--- src/rtl/awmc_pkg.sv ---
// Shared stage/mode codes and duration scaling for the programmable washer controller.
package awmc_pkg;

    localparam logic [2:0] IDLE  = 3'd0;
    localparam logic [2:0] FILL  = 3'd1;
    localparam logic [2:0] WASH  = 3'd2;
    localparam logic [2:0] RINSE = 3'd3;
    localparam logic [2:0] SPIN  = 3'd4;
    localparam logic [2:0] DONE  = 3'd5;
    localparam logic [2:0] FAULT = 3'd6;

    typedef enum logic [2:0] {
        S_IDLE  = IDLE,
        S_FILL  = FILL,
        S_WASH  = WASH,
        S_RINSE = RINSE,
        S_SPIN  = SPIN,
        S_DONE  = DONE,
        S_FAULT = FAULT
    } state_e;

    localparam logic [1:0] MODE_NORMAL = 2'd0;
    localparam logic [1:0] MODE_QUICK  = 2'd1;
    localparam logic [1:0] MODE_HEAVY  = 2'd2;
    localparam logic [1:0] MODE_RINSE  = 2'd3;

    // Programme-dependent stage length: quick halves (min 1), heavy doubles WASH (saturating).
    function automatic int unsigned stage_dur(input int unsigned base, input logic [1:0] mode,
                                              input logic is_wash, input int unsigned max_val);
        int unsigned d;
        d = base;
        case (mode)
            MODE_QUICK: d = ((base >> 1) == 32'd0) ? 32'd1 : (base >> 1);
            MODE_HEAVY: if (is_wash) d = ((2 * base) > max_val) ? max_val : (2 * base);
            default:    d = base;
        endcase
        return d;
    endfunction

endpackage

--- src/rtl/awmc_if.sv ---
// Front-panel inputs and driver-side status outputs of the washer controller.
interface awmc_if #(parameter int unsigned CNT_W = 8);
    logic             start;
    logic             pause;
    logic             lid;
    logic [1:0]       mode;
    logic [2:0]       stage;
    logic             done;
    logic             paused;
    logic             lid_lock;
    logic             fault;
    logic [1:0]       rinse_idx;
    logic [CNT_W-1:0] remaining;

    modport master (output start, pause, lid, mode,
                    input  stage, done, paused, lid_lock, fault, rinse_idx, remaining);
    modport slave  (input  start, pause, lid, mode,
                    output stage, done, paused, lid_lock, fault, rinse_idx, remaining);
endinterface

--- src/rtl/awmc_timer.sv ---
// Loadable stage down-counter; stops at zero, load wins over hold.
module awmc_timer #(
    parameter int unsigned CNT_W = 8
) (
    input  logic             clk,
    input  logic             rst_n,
    input  logic             load,
    input  logic             hold,
    input  logic [CNT_W-1:0] load_val,
    output logic [CNT_W-1:0] cnt,
    output logic             zero_c
);

    always_ff @(posedge clk or negedge rst_n) begin
        if (!rst_n) begin
            cnt <= '0;
        end else if (load) begin
            cnt <= load_val;
        end else if (!hold && cnt != '0) begin
            cnt <= cnt - CNT_W'(1);
        end
    end

    assign zero_c = (cnt == '0);

endmodule

--- src/rtl/awmc_prog.sv ---
// Programmable washer sequencer: FILL/WASH/RINSE/SPIN with pause, lid hold, spin lock and fault.
module awmc_prog import awmc_pkg::*; #(
    parameter int unsigned CNT_W   = 8,
    parameter int unsigned FILL_T  = 4,
    parameter int unsigned WASH_T  = 8,
    parameter int unsigned RINSE_T = 4,
    parameter int unsigned SPIN_T  = 6,
    parameter int unsigned RINSE_N = 1
) (
    input  logic  clk,
    input  logic  reset,
    awmc_if.slave bus
);

    localparam int unsigned CNT_MAX = 32'((64'd1 << CNT_W) - 64'd1);
    localparam int unsigned HEAVY_N = ((RINSE_N + 1) > 4) ? 4 : (RINSE_N + 1);

    state_e           state_q, state_d;
    logic [1:0]       mode_q, mode_d;
    logic [1:0]       rinse_q, rinse_d;
    logic             paused_q, paused_d;
    logic             tmr_load, tmr_hold, tmr_zero_c;
    logic [CNT_W-1:0] tmr_val, tmr_cnt;
    logic             go_c, frozen_c;
    logic [1:0]       last_idx_c;

    function automatic logic [CNT_W-1:0] reload(input int unsigned base, input logic [1:0] m,
                                                input logic is_wash);
        return CNT_W'(stage_dur(base, m, is_wash, CNT_MAX) - 32'd1);
    endfunction

    awmc_timer #(.CNT_W(CNT_W)) u_timer (
        .clk      (clk),
        .rst_n    (reset),
        .load     (tmr_load),
        .hold     (tmr_hold),
        .load_val (tmr_val),
        .cnt      (tmr_cnt),
        .zero_c   (tmr_zero_c)
    );

    assign go_c       = bus.start & bus.lid & ~bus.pause;
    assign frozen_c   = bus.pause | ~bus.lid;
    assign last_idx_c = (mode_q == MODE_HEAVY) ? 2'(HEAVY_N - 1) : 2'(RINSE_N - 1);

    always_ff @(posedge clk or negedge reset) begin
        if (!reset) begin
            state_q  <= S_IDLE;
            mode_q   <= MODE_NORMAL;
            rinse_q  <= 2'd0;
            paused_q <= 1'b0;
        end else begin
            state_q  <= state_d;
            mode_q   <= mode_d;
            rinse_q  <= rinse_d;
            paused_q <= paused_d;
        end
    end

    // Next stage, timer control and freeze flag; a frozen edge keeps the timer where it is.
    always_comb begin
        state_d  = state_q;
        mode_d   = mode_q;
        rinse_d  = rinse_q;
        paused_d = 1'b0;
        tmr_load = 1'b0;
        tmr_hold = 1'b1;
        tmr_val  = '0;
        case (state_q)
            S_IDLE: begin
                if (go_c) begin
                    state_d  = S_FILL;
                    mode_d   = bus.mode;
                    rinse_d  = 2'd0;
                    tmr_load = 1'b1;
                    tmr_val  = reload(FILL_T, bus.mode, 1'b0);
                end
            end
            S_FILL, S_WASH, S_RINSE: begin
                if (frozen_c) begin
                    paused_d = 1'b1;
                end else if (!tmr_zero_c) begin
                    tmr_hold = 1'b0;
                end else begin
                    tmr_load = 1'b1;
                    if (state_q == S_FILL && mode_q != MODE_RINSE) begin
                        state_d = S_WASH;
                        tmr_val = reload(WASH_T, mode_q, 1'b1);
                    end else if (state_q != S_RINSE) begin
                        state_d = S_RINSE;
                        tmr_val = reload(RINSE_T, mode_q, 1'b0);
                    end else if (rinse_q != last_idx_c) begin
                        rinse_d = rinse_q + 2'd1;
                        tmr_val = reload(RINSE_T, mode_q, 1'b0);
                    end else begin
                        state_d = S_SPIN;
                        tmr_val = reload(SPIN_T, mode_q, 1'b0);
                    end
                end
            end
            S_SPIN: begin
                if (!bus.lid) begin
                    state_d  = S_FAULT;
                    tmr_load = 1'b1;
                end else if (bus.pause) begin
                    paused_d = 1'b1;
                end else if (tmr_zero_c) begin
                    state_d = S_DONE;
                end else begin
                    tmr_hold = 1'b0;
                end
            end
            S_DONE: begin
                if (!bus.lid) state_d = S_IDLE;
            end
            S_FAULT: begin
                if (go_c) begin
                    state_d  = S_SPIN;
                    tmr_load = 1'b1;
                    tmr_val  = reload(SPIN_T, mode_q, 1'b0);
                end
            end
            default: begin
                state_d  = S_IDLE;
                tmr_load = 1'b1;
            end
        endcase
    end

    assign bus.stage     = state_q;
    assign bus.done      = (state_q == S_DONE);
    assign bus.lid_lock  = (state_q == S_SPIN);
    assign bus.fault     = (state_q == S_FAULT);
    assign bus.paused    = paused_q;
    assign bus.rinse_idx = rinse_q;
    assign bus.remaining = tmr_cnt;

endmodule

--- src/flat_wrapper.sv ---
// flat-port wrapper written by rule: the top's interface ports become plain ports
module awmc_prog_flat import awmc_pkg::*;
#(
    parameter int unsigned CNT_W   = 8,
    parameter int unsigned FILL_T  = 4,
    parameter int unsigned WASH_T  = 8,
    parameter int unsigned RINSE_T = 4,
    parameter int unsigned SPIN_T  = 6,
    parameter int unsigned RINSE_N = 1
)
  (clk, reset, bus_start, bus_pause, bus_lid, bus_mode, bus_stage, bus_done, bus_paused, bus_lid_lock, bus_fault, bus_rinse_idx, bus_remaining);
  awmc_if #(.CNT_W(CNT_W)) bus_i ();
  input  logic clk;
  input  logic reset;
  input wire logic [$bits(bus_i.start)-1:0] bus_start;
  input wire logic [$bits(bus_i.pause)-1:0] bus_pause;
  input wire logic [$bits(bus_i.lid)-1:0] bus_lid;
  input wire logic [$bits(bus_i.mode)-1:0] bus_mode;
  output wire logic [$bits(bus_i.stage)-1:0] bus_stage;
  output wire logic [$bits(bus_i.done)-1:0] bus_done;
  output wire logic [$bits(bus_i.paused)-1:0] bus_paused;
  output wire logic [$bits(bus_i.lid_lock)-1:0] bus_lid_lock;
  output wire logic [$bits(bus_i.fault)-1:0] bus_fault;
  output wire logic [$bits(bus_i.rinse_idx)-1:0] bus_rinse_idx;
  output wire logic [$bits(bus_i.remaining)-1:0] bus_remaining;
  assign bus_i.start = bus_start;
  assign bus_i.pause = bus_pause;
  assign bus_i.lid = bus_lid;
  assign bus_i.mode = bus_mode;
  assign bus_stage = bus_i.stage;
  assign bus_done = bus_i.done;
  assign bus_paused = bus_i.paused;
  assign bus_lid_lock = bus_i.lid_lock;
  assign bus_fault = bus_i.fault;
  assign bus_rinse_idx = bus_i.rinse_idx;
  assign bus_remaining = bus_i.remaining;
  awmc_prog #(.CNT_W(CNT_W), .FILL_T(FILL_T), .WASH_T(WASH_T), .RINSE_T(RINSE_T), .SPIN_T(SPIN_T), .RINSE_N(RINSE_N)) u_core (.clk(clk), .reset(reset), .bus(bus_i));
endmodule
--- config.mk ---
export PLATFORM = sky130hd
export DESIGN_NAME = awmc_prog_flat
export DESIGN_NICKNAME = d
export VERILOG_FILES = /design/src/rtl/awmc_pkg.sv /design/src/rtl/awmc_if.sv /design/src/rtl/awmc_timer.sv /design/src/rtl/awmc_prog.sv /design/src/flat_wrapper.sv
export SDC_FILE = /design/constraint.sdc
export NUM_CORES = 1
export LEC_CHECK = 0
export ABC_AREA = 1
export BUFFER_PORTS_ARGS = -buffer_cell sky130_fd_sc_hd__buf_2
export CAP_MARGIN = 20
export CORE_UTILIZATION = 50
export DETAILED_ROUTE_END_ITERATION = 10
export HOLD_SLACK_MARGIN = 0.03
export PLACE_DENSITY = 0.75
export SLEW_MARGIN = 20
export SYNTH_ARGS = -nofsm -noshare
export SYNTH_HDL_FRONTEND = slang
export SYNTH_SLANG_ARGS = --single-unit
--- constraint.sdc ---
create_clock -name clk -period 3.92 [get_ports clk]
set_input_delay 0 -clock clk [delete_from_list [all_inputs] [get_ports clk]]
set_output_delay 0 -clock clk [all_outputs]
set_load 0.02 [all_outputs]
==> results.txt <==
- Clock latency on the worst-skew pair, taken at its later pin, is 0.28 ns.
- The synthesized netlist contains 26 unique library cells.
- Largest net degree at the start of global routing: 17
- Area inside the core boundary: 2500 µm²
- The finished cells cover 1550 µm².
* Worst max-slew margin expressed relative to the limit: 0.744
* Critical path capture point type: flop
- For the pin with the worst max-slew slack, the measured transition is 0.383 ns.
- Die area: 2880 µm²
- Areal power density over the cells: 836 nW/µm²
- Pre-CTS setup slack: 2.35 ns
* Final Util: 0.621
- The synthesized design contains 16 register bits.
- Worst Slack Setup Final: 2.27 ns
* Leak Pwr: 0.836 nW
- After layout, the minimum clock period comes to 1.65 ns.
- Detailed placement finished with a half-perimeter wire length of 2170 µm.
- Slew Viols, Final: 0
- Type of the setup path with the least slack: flop to flop
- Timing-limited maximum frequency: 606 MHz
* Wirelength, routed: 2860 µm
- Number of optimization iterations in the first detailed-route pass: 4
- Starting density of the core: 0.534
- Setup violations remaining at the end of the flow were counted as 0.
- CTS clk-pin slew, worst paths: 0.10 ns
- In the global route stage, overall resource usage came out at 0.218.
- Post-synthesis instance total: 187
* X dimension of the die: 53.7 µm
- The detail route stage leaves a number of antenna-violating nets equal to 0.
- STA classifies the critical path startpoint as a flop.
- Clk sink count: 16
- Along the worst path, the maximum fanout reaches 9.
- After detailed routing, the number of vias per cell comes to 5.01.
- In this run the count of I/O pins placed on the die edge is 24.
- Dividing the detail-routed wire length by the instance count gives 11.6 µm.
* Number of buffers inserted during clock tree synthesis: 3
* Critical path data required time: 4.11 ns
* Most common cell after layout, fill and taps aside: sky130_fd_sc_hd__nand2_1
- First-iteration detailed-routing DRC count: 49
- The clock arrives with 0.00509 ns of skew.
* Count of buffers from port buffering: 23
* Post-layout nets: 227
- A synthesized cell averages 7.14 µm².
- Routability-driven placement congestion ratio: 0.917
- Row generation in the floorplan step produced 18 rows.
- Max-cap violation count: 0
- Hold WC Path Type: primary input to flop
- Setup repair after global routing left no endpoint under its margin.
* Outcome: finished, final reports clean
- Number of nets produced by synthesis: 196
- Clk buf depth: 2
* Wire length of the first global-routing pass: 4540 µm
* Clock root buffer: sky130_fd_sc_hd__clkbuf_4
- Vias in the first global route: 1,098
* Final TNS setup: 0 ns
- After synthesis the cells add up to 1340 µm².
* Remaining Overflow, GRT: 0
* Sequential fraction of the synthesis area: 0.300
* Share of layout cells above drive strength 1: 0.295
- Clock tree from TritonCTS: built
* Max VDD drop: 0.548 mV
* Post-CTS setup buffer count: 0
- Total cell area at the placement stage: 1480 µm²
- Most frequent cells in the layout: 47 x sky130_fd_sc_hd__nand2_1, 28 x sky130_fd_sc_hd__nor2_1, 23 x sky130_fd_sc_hd__buf_2
- Tcrit/Tclk final: 0.421
- From synthesis to final layout, the design area changed by 16.3%.
* Die Y-Extent: 53.7 µm
* Initial antenna violation count: 0
- DRC violations left: 0
- Final hold vios: 0
- Routed vias: 1,237
- Data arrival time of the worst path: 1.84 ns
- 0 antenna diodes ended up in the layout.
* H-tree depth reported by CTS: 1
- For this run, the number of Yosys warnings is 0.
[power breakdown]
group | total [mW] | leakage, nW | internal [mW] | switching (mW)
logic | 0.849 | 0.613 | 0.284 | 0.565
registers | 0.339 | 0.203 | 0.240 | 0.0997
clock network | 0.109 | 0.0210 | 0.0565 | 0.0527
total | 1.30 | 0.836 | 0.580 | 0.718
[final cells by class]
cell class	instances	area, µm²
clock buffers	4	36.3
fillers	212	947
inverters	28	111
multi-input cells	142	812
flip-flops and latches	16	400
well taps	30	37.5
repair buffers	27	155
[routing by layer]
metal  track usage  routed length [µm]
met2         0.340                1330
met3        0.0311                 108
met4        0.0877                  15
met1         0.299                1400
met5             0                   0
[Yosys cell counts (all sizes together)]
library cell / instances / area share
dfrtp: 16 / 0.30
nor3: 1 / 0.0075
o21ai: 13 / 0.054
nand2: 58 / 0.21
ha: 2 / 0.019
nand3: 17 / 0.086
a21oi: 9 / 0.042
buf: 1 / 0.0084
inv: 27 / 0.080
xor2: 2 / 0.013
nor2: 37 / 0.17
clkinv: 1 / 0.0037
nand4: 3 / 0.014
[metrics by stage]
stage | power [mW] | std cells | hold slack (ns)
2_1_floorplan | 1.00 | 187 | -0.296
6_report | 1.30 | 247 | 0.0786
5_1_grt | 1.42 | 247 | 0.0954
3_3_place_gp | 1.16 | 239 | -0.0682
3_5_place_dp | 1.18 | 239 | -0.0605
4_1_cts | 1.30 | 247 | 0.0650
[cell families (layout without fill, tap and decap cells)]
| family | count (synthesis) | count (layout) | synth area share |
|---|---|---|---|
| simple gates | 116 | 116 | 0.480 |
| buf+inv | 29 | 59 | 0.0918 |
| compound gates | 22 | 22 | 0.0965 |
| flops | 16 | 16 | 0.300 |
| fa+ha+maj | 2 | 2 | 0.0187 |
| xor+xnor | 2 | 2 | 0.0131 |
[sequential cells by signal, indices dropped and copies added (netlist names)]
| name | count |
|---|---|
| u_core.u_timer.cnt | 8 |
| u_core.bus.stage | 3 |
| u_core.bus.rinse_idx | 2 |
| u_core.mode_q | 2 |
| u_core.bus.paused | 1 |
[path summary, 6_finish.rpt]
path | end | startpoint | slack [ns] | depth (start not counted)
worst min-delay path | u_core.bus.paused$_DFF_PN0_ | bus_lid | 0.08 | 3
worst max register to register | u_core.u_timer.cnt[0]$_DFFE_PN0P_ | u_core.bus.stage[1]$_DFFE_PN0P_ | 2.27 | 9
max in group asynchronous | u_core.mode_q[1]$_DFFE_PN0P_ | reset | 3.48 | 2
worst min register to register | u_core.u_timer.cnt[5]$_DFFE_PN0P_ | u_core.u_timer.cnt[5]$_DFFE_PN0P_ | 0.54 | 1
min in group asynchronous | u_core.u_timer.cnt[7]$_DFFE_PN0P_ | reset | 0.16 | 2
worst max-delay path | u_core.u_timer.cnt[0]$_DFFE_PN0P_ | u_core.bus.stage[1]$_DFFE_PN0P_ | 2.27 | 9
[worst max-delay path, cell delays in order, from the launching register on]
cell                      delay [ns]
sky130_fd_sc_hd__dfrtp_1        0.54
sky130_fd_sc_hd__nand2_1        0.09
sky130_fd_sc_hd__nor2_1         0.26
sky130_fd_sc_hd__inv_1          0.10
sky130_fd_sc_hd__nor2_1         0.18
sky130_fd_sc_hd__nor2_1         0.07
sky130_fd_sc_hd__nor2_1         0.12
sky130_fd_sc_hd__o21ai_1        0.08
sky130_fd_sc_hd__nand2_1        0.06
sky130_fd_sc_hd__nand2_1        0.04
[what timing repair did]
action | CTS | global route
hold buffers | 4 | 0
resized for setup | 0 | 0
hold endpoints to repair | 19 | 0
(Power assumes the default switching activity.)
